`src/rtl/fetch_queue.sv`:
```
// fetch_queue: MIPS fetch stage with req/ack imem port and in-order prefetch queue.
// Define FETCH_QUEUE_BYPASS_EN to forward a returning word straight to the output when the queue is empty.
module fetch_queue #(
  parameter int          DEPTH    = 4,
  parameter logic [31:0] RESET_PC = 32'h0000_0000
) (
  input  logic                     clk,
  input  logic                     rst,
  output logic                     imem_req,
  output logic [31:0]              imem_addr,
  input  logic                     imem_ack,
  input  logic [31:0]              imem_rdata,
  input  logic                     hold,
  input  logic                     redirect,
  input  logic [31:0]              redirect_pc,
  output logic                     inst_valid,
  output logic [31:0]              inst_out,
  output logic [31:0]              pc_out,
  output logic [$clog2(DEPTH):0]   count
);
  localparam int AW = $clog2(DEPTH);
  localparam logic [AW:0] FULL = (AW+1)'(DEPTH);
  typedef enum logic [1:0] {IDLE, WAIT, DISCARD} state_t;
  state_t state, state_nx;
  logic [31:0] fetch_pc, fetch_pc_nx, req_pc;
  logic [AW-1:0] rd_ptr, wr_ptr;
  logic [31:0] inst_q [DEPTH];
  logic [31:0] pc_q [DEPTH];
  logic live, empty, issue, push, pop, byp, byp_take;
  assign empty = count == '0;
  // live holds off the first request until the first edge after reset release
  assign issue = live && state == IDLE && count != FULL && !redirect;
`ifdef FETCH_QUEUE_BYPASS_EN
  assign byp = state == WAIT && imem_ack && empty;
`else
  assign byp = 1'b0;
`endif
  assign byp_take = byp && !hold && !redirect;
  assign push = state == WAIT && imem_ack && !redirect && !byp_take;
  assign pop = !empty && !hold && !redirect;
  assign imem_req = state != IDLE || issue;
  assign imem_addr = state == IDLE ? fetch_pc : req_pc;
  assign inst_valid = byp || !empty;
  assign inst_out = byp ? imem_rdata : empty ? 32'h0 : inst_q[rd_ptr];
  assign pc_out = byp ? req_pc : empty ? 32'h0 : pc_q[rd_ptr];
  always_comb begin
    state_nx = state;
    fetch_pc_nx = fetch_pc;
    case (state)
      IDLE: state_nx = issue ? WAIT : IDLE;
      WAIT: begin
        state_nx = imem_ack ? IDLE : redirect ? DISCARD : WAIT;
        fetch_pc_nx = imem_ack ? fetch_pc + 32'd4 : fetch_pc;
      end
      DISCARD: state_nx = imem_ack ? IDLE : DISCARD;
      default: state_nx = IDLE;
    endcase
    if (redirect) fetch_pc_nx = redirect_pc;
  end
  always_ff @(posedge clk or negedge rst) begin
    if (!rst) begin
      state <= IDLE;
      live <= 1'b0;
      fetch_pc <= RESET_PC;
      req_pc <= RESET_PC;
      rd_ptr <= '0;
      wr_ptr <= '0;
      count <= '0;
    end else begin
      state <= state_nx;
      live <= 1'b1;
      fetch_pc <= fetch_pc_nx;
      if (issue) req_pc <= fetch_pc;
      if (redirect) begin
        rd_ptr <= '0;
        wr_ptr <= '0;
        count <= '0;
      end else begin
        if (push) wr_ptr <= wr_ptr + 1'b1;
        if (pop) rd_ptr <= rd_ptr + 1'b1;
        count <= count + {{AW{1'b0}}, push} - {{AW{1'b0}}, pop};
      end
    end
  end
  always_ff @(posedge clk) begin
    if (push) begin
      inst_q[wr_ptr] <= imem_rdata;
      pc_q[wr_ptr] <= req_pc;
    end
  end
endmodule
```
`config.mk`:
```
export PLATFORM = sky130hd
export DESIGN_NAME = fetch_queue
export DESIGN_NICKNAME = d
export VERILOG_FILES = /design/src/rtl/fetch_queue.sv
export SDC_FILE = /design/constraint.sdc
export NUM_CORES = 1
export LEC_CHECK = 0
export ABC_AREA = 0
export ABC_CLOCK_PERIOD_IN_PS = 8400
export CORE_MARGIN = 1.5
export CORE_UTILIZATION = 50
export CTS_CLUSTER_DIAMETER = 200
export DETAILED_ROUTE_END_ITERATION = 12
export GPL_ROUTABILITY_DRIVEN = 0
export HOLD_SLACK_MARGIN = 0.15
export PLACE_DENSITY = 0.85
export SETUP_SLACK_MARGIN = 0.05
export SYNTH_ARGS = -nofsm -noshare
export SYNTH_HDL_FRONTEND = slang
export SYNTH_SLANG_ARGS = --single-unit
```
`constraint.sdc`:
```
create_clock -name clk -period 8.4 [get_ports clk]
set_input_delay 0.84 -clock clk [delete_from_list [all_inputs] [get_ports clk]]
set_output_delay 0.84 -clock clk [all_outputs]
set_load 0.02 [all_outputs]
```
# Word-level counts from Yosys, hierarchy flattened
# Memory sizes are Yosys's and may differ from the RTL's.
# Cells that the tools add are included.
# classes
order_cmp	0
n_shift	0
addsub	5
bitwise	0
reduce_logical	19
div	0
n_mux	18
multipliers	0
n_eq_ne	3
# ops
operator	n
$mux 32	6
$add 32x3->32 const B	1
$mux 2	7
$reduce_bool 2->1	5
$logic_and 1x1->1	7
$pmux 2 s3	1
$add 2x1->2 const B	2
$add 3x1->3	1
$logic_not 1->1	3
$logic_not 3->1	1
$mux 1	3
$mux 3	1
$ne 3x3->1 const B	1
$sub 3x1->3	1
$eq 2x1->1 const B	1
$eq 2x2->1 const B	1
$logic_not 2->1	1
$reduce_and 2->1	1
$logic_or 1x1->1	1
# word_totals
word_cells	54
input_bits	69
romBits	0
output_inout_bits	101
mem_bits_rw	256
latch_bits	0
memories	2
ff_bits	74
# mem_list
name	words	word_bits	rd	rd_clocked_by_memory_dff	write_ports	line	rtl
inst_q	4	32	1	0	1	27	logic [31:0] inst_q [DEPTH];
pc_q	4	32	1	0	1	28	logic [31:0] pc_q [DEPTH];

# Longest topological paths before layout
# Gate-level depths: netlist of run 1.
# logic_depth
word_depth	6
depth_mapped	10
ltp_nobuf	10

# Worst setup path after synthesis of run 1
# OpenSTA, ideal clock, no wires.
# synth_timing
kind	input to register
from	input port redirect
to	memory inst_q[0][0] (enable)
setup_ps	429
arrival_time_ps	2769
n_path_buf	1
required_ps	7971
path_slack_ps	5202
cell_stages	3
path_cell_list	clkbuf_1 -> nor2_1 -> and2_1
# synth_via
elab_chain_cells	4
# synth_rtl
element	line	rtl
from (decl)	14	input logic redirect,
$logic_not 1->1	39	assign push = state == WAIT && imem_ack && !redirect && !byp_take;
$logic_and 1x1->1	39	
$mux 1	86	if (push) begin
$mux 1 (implied by the code)	87	inst_q[wr_ptr] <= imem_rdata;
to (decl)	27	
# Every way passes these cells.

# Worst setup path after layout of run 1
# layout_timing
from	register rd_ptr[0]
to	output port pc_out[14]
# layout_via
elab_chain_cells	2
# layout_rtl
element	line	rtl
from (decl)	26	logic [AW-1:0] rd_ptr, wr_ptr;
from (signal assigned)	80	if (pop) rd_ptr <= rd_ptr + 1'b1;
$mem_v2 4x32	n/a	
$mux 32	45	assign pc_out = byp ? req_pc : empty ? 32'h0 : pc_q[rd_ptr];
to (decl)	18	output logic [31:0] pc_out,
# Every way passes these cells.

==> metrics.cfg, run 1 <==
[run_status]
status=completed

[sta]
setup_viol=0
finClkSkew_ns=0.0151
hold_violations=0
fin_crit_sh_pct=50.4
tns_ns=0
rsz0062_at_grt=false
max_clock_freq_mhz=236
post-route-min-period_ns=4.23
maxSlewHeadroom_pct=27.3
final-max-slew-violation-count=0
worstMarginPinSlew_ns=1.09

[final_layout]
postLayoutCoreUtil_pct=62.4
multi_input_area_sq_um=3800
diodes=0
post-route-cell-area_sq_um=16700
fin_nets=1015
synthToLayoutAreaGrowth_pct=23.3
drive_gt1_share_pct=20.9
area.sequential_sq_um=9550
layout_common_cells=256 x edfxtp_1, 168 x clkdlybuf4s50_1, 72 x dfrtp_1
num-fill-cells=1880
final_common_cell=edfxtp_1

[floorplanning]
initial_utilization_pct=50.6
dieWidth_um=168
core_sq_um=26700
die_h_um=168
num_rows=60
io_pins=170
die_area_sq_um=28100

[critical_path]
worstPathMaxFanout=38
path_class=reg -> out
arrival_ns=3.39
end_kind=primary output
crit_required_ns=7.56
cp-start-kind=register

[logic_synthesis]
synthesis.nets=847
yosys_warnings=0
ys_types=36
ys.flop_type=edfxtp_1
yosysSeqAreaShare_pct=70.5
synth_top_cell_area_share_pct=56.8
async_flop_share_pct=22.4
syn_inst=770
synth_top_area_cell=edfxtp_1
syn_avg_cell_area_sq_um=17.6
synth_edf_count=256
syn_area_sq_um=13500
synth_area_leaders=edfxtp_1 57%, dfrtp_1 14%, mux4_2 11%, mux2_2 5.5%, and2_1 3.1%
synth_seq_cells=330

[cts]
cts_made_buffers=36
clk_pin_slew_ns=0.06
cts_tree=built
clock_latency_ns=0.49
cts_buffer_depth=3
cts_hold_buf=0
clock_sinks=330
cts_setup_buffers=0
h-tree-depth=2
cts_root_buf=clkbuf_16
cts_resized=0

[min_path]
min_path_type=in -> async

[placed_design]
post-dp-hpwl_um=16300
placed_area_sq_um=15500
io_buffers=169

[route]
drt_iter0_drc=684
vias=7482
ant_nets=0
routed_wl_um=27900
drt-pass1-iter-count=4
drcViolationCount=0
wl_per_cell_um=21.4
viasPerCell=5.73

[global_route]
grtUsageTotal_pct=20.2
grt_overflow=0
grt_max_degree=75
antenna_found_initial=0
grt_pass1_vias=7692
grt_pass1_wl_um=43200

[power]
power_density_nw_per_um2=294
ir_worst_vdd_mv=0.170
leakage_uw=0.00561

[flow_run]
cap_violations=0

## where the power goes
group | switching (uW) | internal (uW) | leakage [uW] | total, uW
Clock | 613 | 899 | 0.000558 | 1510
Sequential | 194 | 1980 | 0.00318 | 2170
Combinational | 579 | 642 | 0.00187 | 1220
Total | 1390 | 3520 | 0.00561 | 4900
## cells by family (layout without fill, tap and decap cells)
group	count (synthesis)	count (layout)	share of synthesized area [%]
compound gates	52	52	2.39
xor+xnor	14	14	0.906
fa+ha+maj	8	8	0.795
buf+inv	55	249	1.58
flops	330	330	70.5
mux	132	132	16.3
other cells	1	1	0.0277
simple gates	178	178	7.53
## state kept, by name, summed over array words and instances, names as in the netlist
signal    cells
inst_q      128
pc_q        128
fetch_pc     32
req_pc       32
count         3
rd_ptr        2
state         2
wr_ptr        2
live          1
## cell usage after synthesis, types with 12 or more instances
cell	n
a31oi_1	16
and2_1	68
clkbuf_1	31
dfrtp_1	74
edfxtp_1	256
inv_1	12
mux2_2	66
mux4_2	64
nand2_1	23
nand3_1	13
nor2_1	25
o21ai_0	17
o31ai_1	12
or4_1	15
## through the flow
| stage | hold slack [ns] | setup slack, ns | instances | total power, uW |
|---|---|---|---|---|
| finish | 0.501 | 4.17 | 1305 | 4900 |
| global route | 0.559 | 3.90 | 1305 | 5110 |
| CTS | 0.524 | 4.05 | 1305 | 4960 |
| detailed placement | 0.518 | 4.59 | 1241 | 3440 |
| global placement | 0.506 | 4.59 | 1241 | 3410 |
| floorplan | 0.487 | 5.20 | 770 | 2870 |
## path summary, 6_finish.rpt
check                      startpoint           to  cells past startpoint  slack [ns]
max in group asynchronous         rst    rd_ptr[0]                      1        7.19
min                               rst    req_pc[4]                      1        0.50
max reg2reg                  state[1]     count[2]                     10        5.97
min in group clk           req_pc[26]  pc_q[2][26]                      0        0.53
min reg2reg                req_pc[26]  pc_q[2][26]                      0        0.53
max                         rd_ptr[0]   pc_out[14]                      4        4.17
## worst max-delay path: stages (launching register included)
cell	delay (ns)
dfrtp_4	0.83
buf_4	0.69
mux4_2	0.58
and2_1	0.17
clkdlybuf4s50_1	0.56
## final cells by class
class	count	share of cell area, %
clock buffer	38	5.57
clock inverter	26	1.33
inverter	13	0.292
multi-input combinational	385	22.8
sequential	330	57.2
tap	341	2.56
timing repair buffer	172	10.3
## routing by layer
layer	wire, um	track usage (%)	vias to the layer above
met5	0	0	-
met4	430	4.58	0
met3	1430	3.38	35
met2	14000	34.2	247
met1	12000	27.8	3849
li1	-	-	3351
No activity file was read; power rests on OpenSTA's default activity.
==> inputs of run 2 (changes only) <==
--- a/config.mk
+++ b/config.mk
@@ -6,7 +6,7 @@
 export NUM_CORES = 1
 export LEC_CHECK = 0
 export ABC_AREA = 0
-export ABC_CLOCK_PERIOD_IN_PS = 8400
+export ABC_CLOCK_PERIOD_IN_PS = 4200
 export CORE_MARGIN = 1.5
 export CORE_UTILIZATION = 50
 export CTS_CLUSTER_DIAMETER = 200
==> constraint.sdc (replaced) <==
create_clock -name clk -period 4.2 [get_ports clk]
set_input_delay 0.42 -clock clk [delete_from_list [all_inputs] [get_ports clk]]
set_output_delay 0.42 -clock clk [all_outputs]
set_load 0.02 [all_outputs]
==> metrics.cfg, run 2 (same netlist as run 1, synthesis figures left out) <==
[power]
p_switching_uw=2740  ; was 1390 uW
p_clk_share_pct=30.5  ; was 30.8%
comb_power_share_pct=25.0  ; was 24.9%
ir_worst_vdd_mv=0.305  ; was 0.170 mV
power_density_nw_per_um2=586  ; was 294 nW/um^2
netSwitchingFraction_pct=28.0  ; was 28.3%
p_int_uw=7040  ; was 3520 uW
p_seq_share_pct=44.5  ; was 44.3%
leakage_uw=0.00562  ; was 0.00561 uW

[cts]
clk_pin_slew_ns=0.06  ; about the same
clock_sinks=330  ; unchanged
cts_hold_buf=1  ; was 0
cts_setup_buffers=0  ; unchanged
cts_tree=built  ; unchanged
cts_root_buf=clkbuf_16  ; unchanged
cts_resized=0  ; unchanged
h-tree-depth=2  ; unchanged
cts_made_buffers=36  ; unchanged
clock_latency_ns=0.50  ; was 0.49 ns
cts_buffer_depth=3  ; unchanged

[critical_path]
slowest_delay_ns=0.90  ; was 0.83 ns
cp-start-kind=register  ; unchanged
crit_slowest_cell=dfrtp_4  ; unchanged
reg2reg_setup_slack_ns=1.74  ; was 5.97 ns
path_class=reg -> out  ; unchanged
timing.rr.start=state[1]  ; unchanged
end_kind=primary output  ; unchanged
crit_required_ns=3.78  ; was 7.56 ns
reg2reg_depth=3  ; was 10
arrival_ns=3.11  ; was 3.39 ns
crit_chain=buf_12 -> mux4_2 -> and2_1 -> clkdlybuf4s50_1  ; was buf_4 -> mux4_2 -> and2_1 -> clkdlybuf4s50_1
r2r-end=pc_q[0][1]  ; was count[2]
worstPathMaxFanout=36  ; was 38

[sta]
maxSlewHeadroom_pct=29.8  ; was 27.3%
final-max-slew-violation-count=0  ; unchanged
tns_ns=0  ; unchanged
fin_ws_ns=0.671  ; was 4.17 ns
worstMarginPinSlew_ns=1.05  ; was 1.09 ns
post-route-min-period_ns=3.53
fin_crit_sh_pct=84.0
finClkSkew_ns=0.0139  ; was 0.0151 ns
rsz0062_at_grt=false  ; unchanged
hold_violations=0  ; unchanged
max_clock_freq_mhz=283
setup_viol=0  ; unchanged

[placed_design]
io_buffers=169  ; unchanged
dp_slack_ns=1.17  ; was 4.59 ns
post-dp-hpwl_um=16800  ; was 16,300 um

[global_route]
grt_pass1_vias=7844  ; was 7,692
grt_pass1_wl_um=44300  ; was 43,200 um
grtUsageTotal_pct=20.7  ; was 20.2%
grt_max_degree=75  ; unchanged
antenna_found_initial=0  ; unchanged
grt_overflow=0  ; unchanged

[final_layout]
multi_input_area_sq_um=3800  ; unchanged
fin_nets=1018  ; was 1,015
top_regs=inst_q: 128 flops, pc_q: 128 flops  ; unchanged
num-fill-cells=1898  ; was 1,880
synthToLayoutAreaGrowth_pct=23.3  ; about the same
layout_common_cells=256 x edfxtp_1, 168 x clkdlybuf4s50_1, 72 x dfrtp_1  ; unchanged
final_common_cell=edfxtp_1  ; unchanged
drive_gt1_share_pct=20.1  ; was 20.9%
diodes=0  ; unchanged
area.sequential_sq_um=9550  ; unchanged

[route]
viasPerCell=5.79  ; was 5.73
drcViolationCount=0  ; unchanged
wl_per_cell_um=21.7  ; was 21.4 um
vias=7579  ; was 7,482
ant_nets=0  ; unchanged
drt_iter0_drc=749  ; was 684
drt-pass1-iter-count=5  ; was 4
routed_wl_um=28400  ; was 27,900 um

[floorplanning]
io_pins=170  ; unchanged
dieWidth_um=168  ; unchanged
num_rows=60  ; unchanged
core_sq_um=26700  ; unchanged
die_h_um=168  ; unchanged
die_area_sq_um=28100  ; unchanged
initial_utilization_pct=50.6  ; unchanged

[min_path]
hold_end=fetch_pc[27]
min_from=redirect_pc[27]
min_path_type=in -> reg  ; was in -> async
worstHoldPathCells=3

[run_status]
status=completed  ; unchanged

[flow_run]
cap_violations=0  ; unchanged

run 2: layer usage:
metal | part of all wire (%) | wire length (um) | vias up | GRT usage [%]
li1 | - | - | 3359 | -
met1 | 43 | 12100 | 3881 | 28.5
met2 | 49 | 13900 | 283 | 34.2
met3 | 5.8 | 1660 | 56 | 3.57
met4 | 2.4 | 685 | 0 | 5.88
met5 | 0 | 0 | - | 0
run 2: worst max-delay path, delay by kind of cell, from the launching register on:
family        cells  cell delay (ns)
mux               1             0.56
simple gates      1             0.20
buf+inv           2             0.88
flops             1             0.90
run 2: power by group through the flow:
stage               Combinational [uW]  Clock (uW)  Sequential (uW)
floorplan                         1530           0             4210
global placement                  2430           0             4390
detailed placement                2460           0             4420
CTS                               2480        3040             4360
global route                      2600        3160             4420
finish                            2440        2980             4350
run 2: worst max path at each step:
stage               cells past startpoint            to       from
finish                                  4    pc_out[31]  rd_ptr[0]
global route                            4    pc_out[31]  rd_ptr[0]
CTS                                     4    pc_out[31]  rd_ptr[0]
detailed placement                      4    pc_out[31]  rd_ptr[0]
global placement                        4    pc_out[31]  rd_ptr[0]
floorplan                               3  inst_q[0][0]   state[1]
run 2: cell type report:
type / count / area share [%]
Clock buffer: 50 / 6.02
Clock inverter: 14 / 0.712
Inverter: 13 / 0.292
Multi-Input combinational cell: 385 / 22.8
Sequential cell: 330 / 57.2
Tap cell: 341 / 2.56
Timing Repair Buffer: 175 / 10.5
run 2: per-stage QoR:
stage | total power [uW] | utilization (%) | instances | cell area, sq um | hold WS, ns
after floorplan | 5740 | - | 770 | 13500 | 0.124
after global placement | 6810 | 58.2 | 1243 | 15600 | 0.505
after detailed placement | 6890 | 58.2 | 1243 | 15600 | 0.517
after CTS | 9880 | 62.5 | 1308 | 16700 | 0.474
after global routing | 10200 | 62.5 | 1308 | 16700 | 0.495
final | 9780 | 62.5 | 1308 | 16700 | 0.486
==> inputs of run 3 (changes only) <==
--- a/config.mk
+++ b/config.mk
@@ -6,7 +6,7 @@
 export NUM_CORES = 1
 export LEC_CHECK = 0
 export ABC_AREA = 0
-export ABC_CLOCK_PERIOD_IN_PS = 4200
+export ABC_CLOCK_PERIOD_IN_PS = 3300
 export CORE_MARGIN = 1.5
 export CORE_UTILIZATION = 50
 export CTS_CLUSTER_DIAMETER = 200
==> constraint.sdc (replaced) <==
create_clock -name clk -period 3.3 [get_ports clk]
set_input_delay 0.33 -clock clk [delete_from_list [all_inputs] [get_ports clk]]
set_output_delay 0.33 -clock clk [all_outputs]
set_load 0.02 [all_outputs]
==> metrics.cfg, run 3 (same netlist as run 1, synthesis figures left out) <==
[run_status]
status=completed  ; unchanged

[sta]
rsz0062_at_grt=false  ; unchanged
setup_viol=0  ; unchanged
hold_violations=0  ; unchanged
post-route-min-period_ns=3.08
finClkSkew_ns=0.0159  ; was 0.0139 ns
max_clock_freq_mhz=324
fin_hold_ws_ns=0.388  ; was 0.486 ns
worstMarginPinSlew_ns=1.00  ; was 1.05 ns
fin_crit_sh_pct=93.4
maxSlewHeadroom_pct=33.2  ; was 29.8%
tns_ns=0  ; unchanged
final-max-slew-violation-count=0  ; unchanged

[floorplanning]
dieWidth_um=168  ; unchanged
io_pins=170  ; unchanged
die_h_um=168  ; unchanged
initial_utilization_pct=50.6  ; unchanged
num_rows=60  ; unchanged
die_area_sq_um=28100  ; unchanged
core_sq_um=26700  ; unchanged

[min_path]
worstHoldPathCells=3  ; unchanged
hold_end=fetch_pc[28]  ; was fetch_pc[27]
min_path_type=in -> reg  ; unchanged
min_from=redirect_pc[28]  ; was redirect_pc[27]

[final_layout]
diodes=0  ; unchanged
final_common_cell=edfxtp_1  ; unchanged
num-fill-cells=1822  ; was 1,898
fin_nets=1049  ; was 1,018
top_regs=inst_q: 128 flops, pc_q: 128 flops  ; unchanged
layout_common_cells=256 x edfxtp_1, 168 x clkdlybuf4s50_1, 72 x dfrtp_1  ; unchanged
drive_gt1_share_pct=22.7  ; was 20.1%
synthToLayoutAreaGrowth_pct=25.9  ; was 23.3%

[placed_design]
io_buffers=169  ; unchanged
post-dp-hpwl_um=18600  ; was 16,800 um

[global_route]
antenna_found_initial=0  ; unchanged
grt_overflow=0  ; unchanged
grtUsageTotal_pct=21.7  ; was 20.7%
grt_pass1_vias=8063  ; was 7,844
grt_max_degree=75  ; unchanged
grt_pass1_wl_um=46000  ; was 44,300 um

[flow_run]
cap_violations=0  ; unchanged

[critical_path]
reg2reg_setup_slack_ns=0.87  ; was 1.74 ns
worstPathMaxFanout=34  ; was 36
crit_required_ns=2.97  ; was 3.78 ns
path_class=reg -> out  ; unchanged
end_kind=primary output  ; unchanged
reg2reg_depth=9  ; was 3
timing.rr.start=count[1]  ; was state[1]
arrival_ns=2.75  ; was 3.11 ns
cp-start-kind=register  ; unchanged
r2r-end=count[2]  ; was pc_q[0][1]

[cts]
cts_made_buffers=36  ; unchanged
clock_sinks=330  ; unchanged
cts_root_buf=clkbuf_16  ; unchanged
cts_tree=built  ; unchanged
cts_resized=0  ; unchanged
h-tree-depth=2  ; unchanged
clock_latency_ns=0.51  ; was 0.50 ns
cts_buffer_depth=3  ; unchanged
clk_pin_slew_ns=0.06  ; about the same

[route]
wl_per_cell_um=22.1  ; was 21.7 um
vias=7678  ; was 7,579
ant_nets=0  ; unchanged
drt-pass1-iter-count=5  ; unchanged
drt_iter0_drc=824  ; was 749
routed_wl_um=29600  ; was 28,400 um
drcViolationCount=0  ; unchanged
viasPerCell=5.73  ; was 5.79

[power]
ir_worst_vdd_mv=0.576  ; was 0.305 mV
p_clk_share_pct=30.6  ; was 30.5%
power_density_nw_per_um2=745  ; was 586 nW/um^2
p_seq_share_pct=43.0  ; was 44.5%
p_switching_uw=3560  ; was 2740 uW
p_total_uw=12700  ; was 9780 uW
comb_power_share_pct=26.4  ; was 25.0%
p_int_uw=9130  ; was 7040 uW
netSwitchingFraction_pct=28.1  ; was 28.0%
leakage_uw=0.00583  ; was 0.00562 uW

## run 3: cell types whose count changed in the layout (fill, tap and decap cells not counted)
cell / previous run / this run
inv_6: 0 / 1
clkinvlp_4: 1 / 0
clkinv_2: 4 / 5
clkbuf_16: 37 / 38
clkbuf_1: 10 / 8
clkinv_8: 0 / 1
clkinv_4: 1 / 0
buf_4: 5 / 30
buf_16: 0 / 1
buf_12: 1 / 6
## run 3: metal layers
layer / share of wire, % / track usage [%]
met3: 7.0 / 3.83
met2: 49 / 35.7
met1: 42 / 29.8
met5: 0 / 0
met4: 2.2 / 6.50
## run 3: how the worst max path moves through the flow
| stage | slack (ns) | cells after the start | endpoint | start |
|---|---|---|---|---|
| finish | 0.22 | 4 | pc_out[30] | rd_ptr[1] |
| global route | 0.13 | 4 | pc_out[30] | rd_ptr[1] |
| CTS | 0.08 | 4 | inst_out[20] | rd_ptr[0] |
| detailed placement | 0.46 | 4 | inst_out[1] | rd_ptr[0] |
| global placement | 0.50 | 4 | inst_out[1] | rd_ptr[0] |
| floorplan | 0.52 | 3 | inst_q[0][0] | state[1] |
## run 3: per-stage QoR
stage	cells	instance area, sq um	setup WS, ns	utilization, %
2_1_floorplan	770	13500	0.516	-
3_3_place_gp	1264	15800	0.500	59.0
3_5_place_dp	1264	15800	0.460	59.0
4_1_cts	1330	17000	0.0779	63.5
5_1_grt	1339	17000	0.133	63.8
6_report	1339	17000	0.217	63.8
## run 3: power by group through the flow
stage | combinational (uW) | sequential (uW) | clock [uW]
global route | 3560 | 5520 | 4110
floorplan | 1950 | 5360 | 0
finish | 3350 | 5460 | 3880
global placement | 3180 | 5530 | 0
detailed placement | 3220 | 5590 | 0
CTS | 3310 | 5490 | 3960
## run 3: cell type report
type | instances | area (sq um) | share of cell area [%]
clock buffers | 49 | 1020 | 6.00
multi-input cells | 385 | 3800 | 22.3
flip-flops and latches | 330 | 9550 | 56.0
repair buffers | 206 | 2060 | 12.1
inverters | 13 | 48.8 | 0.286
well taps | 341 | 427 | 2.50
clock inverters | 15 | 133 | 0.778
## run 3: critical path, stage by stage, from the launching register on
cell and delay (ns):
dfrtp_4 0.78, buf_4 0.36, mux4_2 0.35, and2_1 0.19
clkdlybuf4s50_1 0.55
## run 3: repair_timing
item / in CTS / in global routing
hold buffers: 1 / 0
setup buffers: 1 / 9
pin swaps: 0 / 0
setup endpoints to repair: 43 / 17
endpoints found under the hold margin: 74 / 0
